File: src/rtl/trap_sequencer.sv
// Machine-mode trap entry/exit sequencer: detects ECALL/EBREAK/MRET and pending
// interrupts in ID, writes mepc/mcause/mstatus one per cycle, then redirects the PC.
module trap_sequencer #(
  parameter logic [11:0] CSR_MSTATUS = 12'h300,
  parameter logic [11:0] CSR_MEPC    = 12'h341,
  parameter logic [11:0] CSR_MCAUSE  = 12'h342
) (
  input  logic        clk_i,
  input  logic        rst_i,
  input  logic        inst_valid_i,
  input  logic [31:0] inst_i,
  input  logic [31:0] inst_addr_i,
  input  logic        ex_jump_flag_i,
  input  logic [31:0] ex_jump_addr_i,
  input  logic        irq_ext_i,
  input  logic        irq_timer_i,
  input  logic [31:0] csr_mstatus_i,
  input  logic [31:0] csr_mepc_i,
  input  logic [31:0] csr_mtvec_i,
  output logic        stall_o,
  output logic        csr_we_o,
  output logic [11:0] csr_wa_o,
  output logic [31:0] csr_wd_o,
  output logic        redirect_valid_o,
  output logic [31:0] redirect_addr_o
);

  localparam logic [31:0] INST_ECALL   = 32'h0000_0073;
  localparam logic [31:0] INST_EBREAK  = 32'h0010_0073;
  localparam logic [31:0] INST_MRET    = 32'h3020_0073;
  localparam logic [31:0] CAUSE_ECALL  = 32'd11;
  localparam logic [31:0] CAUSE_EBREAK = 32'd3;
  localparam logic [31:0] CAUSE_EXT    = 32'h8000_000B;
  localparam logic [31:0] CAUSE_TIMER  = 32'h8000_0007;

  typedef enum logic [2:0] {
    IDLE,
    W_MEPC,
    W_MCAUSE,
    W_MSTATUS,
    W_MRET,
    REDIRECT
  } state_e;

  state_e      state_q, state_d;
  logic [31:0] cause_q, cause_d;
  logic [31:0] epc_q, epc_d;
  logic        mret_q, mret_d;

  logic        is_ecall, is_ebreak, is_mret, irq_pend, idle, detect;
  logic [31:0] async_epc;

  always_comb begin
    is_ecall  = inst_valid_i && (inst_i == INST_ECALL);
    is_ebreak = inst_valid_i && (inst_i == INST_EBREAK);
    is_mret   = inst_valid_i && (inst_i == INST_MRET);
    irq_pend  = csr_mstatus_i[3] && (irq_ext_i || irq_timer_i);
    idle      = (state_q == IDLE) && !rst_i;
    detect    = idle && (is_mret || is_ecall || is_ebreak || irq_pend);
    // An interrupt resumes where EX was heading if EX is redirecting this cycle
    async_epc = ex_jump_flag_i ? ex_jump_addr_i : inst_addr_i;
  end

  always_comb begin
    state_d = state_q;
    cause_d = cause_q;
    epc_d   = epc_q;
    mret_d  = mret_q;
    case (state_q)
      IDLE: begin
        if (is_mret) begin
          state_d = W_MRET;
          mret_d  = 1'b1;
        end else if (is_ecall || is_ebreak) begin
          state_d = W_MEPC;
          mret_d  = 1'b0;
          epc_d   = inst_addr_i;
          cause_d = is_ecall ? CAUSE_ECALL : CAUSE_EBREAK;
        end else if (irq_pend) begin
          state_d = W_MEPC;
          mret_d  = 1'b0;
          epc_d   = async_epc;
          cause_d = irq_ext_i ? CAUSE_EXT : CAUSE_TIMER;
        end
      end
      W_MEPC:    state_d = W_MCAUSE;
      W_MCAUSE:  state_d = W_MSTATUS;
      W_MSTATUS: state_d = REDIRECT;
      W_MRET:    state_d = REDIRECT;
      REDIRECT:  state_d = IDLE;
      default:   state_d = IDLE;
    endcase
  end

  always_ff @(posedge clk_i) begin
    if (rst_i) begin
      state_q <= IDLE;
      cause_q <= '0;
      epc_q   <= '0;
      mret_q  <= 1'b0;
    end else begin
      state_q <= state_d;
      cause_q <= cause_d;
      epc_q   <= epc_d;
      mret_q  <= mret_d;
    end
  end

  // Outputs decode the current state; mstatus/mepc/mtvec are read live
  always_comb begin
    stall_o          = 1'b0;
    csr_we_o         = 1'b0;
    csr_wa_o         = '0;
    csr_wd_o         = '0;
    redirect_valid_o = 1'b0;
    redirect_addr_o  = '0;
    if (!rst_i) begin
      stall_o = (state_q != IDLE) || detect;
      case (state_q)
        W_MEPC: begin
          csr_we_o = 1'b1;
          csr_wa_o = CSR_MEPC;
          csr_wd_o = epc_q;
        end
        W_MCAUSE: begin
          csr_we_o = 1'b1;
          csr_wa_o = CSR_MCAUSE;
          csr_wd_o = cause_q;
        end
        W_MSTATUS: begin
          csr_we_o = 1'b1;
          csr_wa_o = CSR_MSTATUS;
          csr_wd_o = {csr_mstatus_i[31:8], csr_mstatus_i[3], csr_mstatus_i[6:4], 1'b0, csr_mstatus_i[2:0]};
        end
        W_MRET: begin
          csr_we_o = 1'b1;
          csr_wa_o = CSR_MSTATUS;
          csr_wd_o = {csr_mstatus_i[31:8], 1'b1, csr_mstatus_i[6:4], csr_mstatus_i[7], csr_mstatus_i[2:0]};
        end
        REDIRECT: begin
          redirect_valid_o = 1'b1;
          redirect_addr_o  = mret_q ? csr_mepc_i : (csr_mtvec_i & 32'hFFFF_FFFC);
        end
        default: ;
      endcase
    end
  end

endmodule

File: config.mk
export PLATFORM = sky130hd
export DESIGN_NAME = trap_sequencer
export DESIGN_NICKNAME = d
export VERILOG_FILES = /design/src/rtl/trap_sequencer.sv
export SDC_FILE = /design/constraint.sdc
export NUM_CORES = 1
export LEC_CHECK = 0
export ABC_AREA = 1
export CAP_MARGIN = 20
export CORE_MARGIN = 5
export CORE_UTILIZATION = 33
export CTS_CLUSTER_DIAMETER = 30
export DETAILED_ROUTE_END_ITERATION = 12
export PLACE_DENSITY = 0.82
export SYNTH_ARGS = -nofsm -noshare
export SYNTH_HDL_FRONTEND = slang
export SYNTH_SLANG_ARGS = --single-unit
File: constraint.sdc
create_clock -name clk_i -period 1.9 [get_ports clk_i]
set_clock_uncertainty 0.1 [all_clocks]
set_input_delay 0.19 -clock clk_i [delete_from_list [all_inputs] [get_ports clk_i]]
set_output_delay 0.19 -clock clk_i [all_outputs]
set_load 0.01 [all_outputs]
==> results.json <==
{
  "status": "complete, but fails checks",
  "violations": "negative setup slack",
  "whs_ns": 0.2793,
  "synth_seq_cells": 40,
  "final-max-slew-violation-count": 0,
  "path_common_cell": "nand2_4",
  "p_comb_frac": 0.590,
  "clkPwrFrac": 0.137,
  "seqPwrFrac": 0.273,
  "drtAntennaViolNets": 0,
  "r2r-end": "epc_q[30]$_SDFFE_PP0P_",
  "wl_met2_mm": 8.749,
  "max_freq_mhz": 517.0,
  "cp-end-kind": "output pin",
  "reg2reg_depth": 9,
  "drc_errors": 0,
  "io_pins": 277,
  "switchingPower_mw": 1.494,
  "reg2reg_from": "state_q[1]$_SDFFE_PP0P_",
  "drt-vias-per-instance": 4.927,
  "synth_top_cell_area_share": 0.2601,
  "worstHoldEndpoint": "cause_q[3]$_SDFFE_PP0P_",
  "initial_utilization": 0.3394,
  "core_mm2": 0.009819,
  "syn_inst": 593,
  "drt_iter0_drc": 270,
  "required_ns": 1.61,
  "cp_max_fo": 16,
  "yosysTopAreaCell": "nand2_1",
  "place_hpwl_mm": 12.62,
  "antenna_found_initial": 0,
  "whs_path_depth": 5,
  "start_kind": "flop",
  "die_w_um": 110.5,
  "ir_drop_v": 0.0003442,
  "clock_latency_ns": 0.29,
  "crit_chain": "nand2_4 > nor2_2 > nand2_4 > clkbuf_16 > a21oi_1 > clkdlybuf4s15_2",
  "dr_wl_met3_um": 949,
  "fin_crit_ns": 1.934,
  "synthArstFlopShare": 0,
  "timing.final.ws_setup_ns": -0.03422,
  "grt_max_degree": 45,
  "grt_pass1_wl_mm": 25.36,
  "mappedNetlistArea_mm2": 0.003333,
  "ys_types": 27,
  "wire_per_inst_um": 16.22,
  "critPathArrivalTime_ns": 1.64,
  "vias": 5011,
  "final_common_cell": "nand2_1",
  "nNetsFinal": 1082,
  "portBuffers": 267,
  "path_clk_slew_ns": 0.08,
  "dieArea_mm2": 0.01221,
  "die_h_um": 110.5,
  "drt-total-wl_mm": 16.50,
  "hold_viol": 0,
  "clockBufferDepth": 2,
  "grt_pass1_vias": 4873,
  "dr.max_layer_used": "met4",
  "area_growth_pct": 100.6,
  "synth_ff_type": "dfxtp_1",
  "yosysWarnings": 0,
  "r2r_slack_ns": 0.02,
  "setup_viol_count_final": 7,
  "cts.sinks": 40,
  "preCtsSetupSlack_ns": -0.4404,
  "holdBufCountCts": 0,
  "htree_levels": 2,
  "antenna_cells": 0,
  "max_stage_delay_ns": 0.43,
  "cts_root_buffer": "clkbuf_8",
  "rsz0062_at_grt": "yes",
  "routabilityCongestion": 0.9110,
  "cp_slowest_cell": "dfxtp_4",
  "p_int_mw": 2.458,
  "grt_overflow": 0,
  "yosysSeqAreaShare": 0.2402,
  "drtPass1Iterations": 4,
  "hp-class": "input pin to flop",
  "synth_edf_count": 0,
  "max_cap_viol_count": 0,
  "drive_gt1_frac": 0.2511,
  "row_count": 36,
  "cts_inserted_buffers": 5,
  "grt_usage": 0.2474,
  "layout_common_cells": "nand2_1, clkdlybuf4s50_1, nor2_1",
  "min_from": "rst_i",
  "leakage_nw": 2.963,
  "p_per_area_mw_per_mm2": 591.0,
  "post-route-period-util": 1.018,
  "synth_area_leaders": "nand2_1, dfxtp_1, a21oi_1",
  "drt-met1-wl_mm": 6.418,
  "tritoncts": "built",
  "worstSetupPathType": "flop to output pin",
  "p_sw_frac": 0.3781,
  "syn_avg_cell_area_um2": 5.621
}
[power by group through the flow]
| stage | Sequential, mW | Clock, mW | Combinational, mW |
|---|---|---|---|
| after floorplan | 1.04 | 0 | 0.871 |
| after global placement | 1.05 | 0 | 1.93 |
| after detailed placement | 1.05 | 0 | 1.98 |
| after CTS | 1.07 | 0.547 | 2.16 |
| after global routing | 1.09 | 0.587 | 2.51 |
| final | 1.08 | 0.541 | 2.33 |
[cell families (layout without fill, tap and decap cells)]
family,after synthesis,count (layout),share of synthesized area
compound gates,105,105,0.1907
simple gates,364,364,0.4508
other cells,1,7,0.001125
flops,40,40,0.2402
buf+inv,83,368,0.1171
[registers in the layout, summed over array words and instances, names as in the netlist]
| register | count |
|---|---|
| epc_q | 32 |
| cause_q | 4 |
| mret_q | 1 |
| state_q | 3 |
[synthesized netlist by cell type (2+ instances only)]
cell and number:
a21oi_1 62, a21oi_2 8, a221oi_1 2, a22oi_1 27
a31oi_1 2, buf_1 4, buf_2 6, buf_4 11
buf_6 4, clkbuf_1 22, dfxtp_1 40, inv_1 36
nand2_1 231, nand2_2 12, nand3_1 37, nand4_1 3
nor2_1 69, nor2_2 2, nor2_4 3, nor3_1 2
nor3b_1 2, o21ai_0 3
[worst max-delay path by stage]
stage                                  from                  end  slack [ns]  depth (start not counted)
finish              state_q[0]$_SDFFE_PP0P_  redirect_addr_o[25]       -0.03                          6
CTS                 state_q[1]$_SDFFE_PP0P_          csr_wa_o[8]       -0.02                          9
global placement                  inst_i[5]              stall_o       -0.36                         10
global route        state_q[2]$_SDFFE_PP0P_         csr_wd_o[16]       -0.11                          7
detailed placement               inst_i[21]              stall_o       -0.44                         10
floorplan           state_q[1]$_SDFFE_PP0P_          csr_wa_o[9]        0.23                          7
[critical path: cells and delay by family, from the launching register on]
| kind | cells | cell delay [ns] |
|---|---|---|
| buffers and inverters | 2 | 0.46 |
| DFF | 1 | 0.43 |
| and+or+nand+nor | 3 | 0.33 |
| AOI/OAI and AO/OA | 1 | 0.13 |
[metal layers]
layer / up-vias / global-route usage
li1: 2473 / -
met1: 2280 / 0.2965
met2: 226 / 0.4551
met3: 32 / 0.04048
met4: 0 / 0.06322
met5: - / 0
[final cells by class]
cell class	count	area, um^2
inverters	36	137.6
fillers	842	3133
clock inverters	2	12.51
repair buffers	325	3055
flip-flops and latches	40	812.0
clock buffers	5	68.82
multi-input cells	476	2434
well taps	133	166.4
[per-stage QoR]
| stage | power, mW | std cells | area [um^2] | setup TNS [ns] | utilization |
|---|---|---|---|---|---|
| floorplan | 1.907 | 599 | 3356 | 0 | - |
| global placement | 2.980 | 1000 | 6385 | -10.37 | 0.6502 |
| detailed placement | 3.027 | 1000 | 6385 | -13.99 | 0.6502 |
| CTS | 3.771 | 1014 | 6518 | -0.09705 | 0.6637 |
| global route | 4.185 | 1017 | 6686 | -2.664 | 0.6809 |
| finish | 3.952 | 1017 | 6686 | -0.1131 | 0.6809 |
[repair_timing]
item                                    4_1_cts  5_1_grt
pin swaps                                     8        8
gates resized for setup                     277       82
setup buffers                                 5        4
endpoints found under the setup margin       76      103
gates cloned                                  2        3
(Power assumes the default switching activity.)
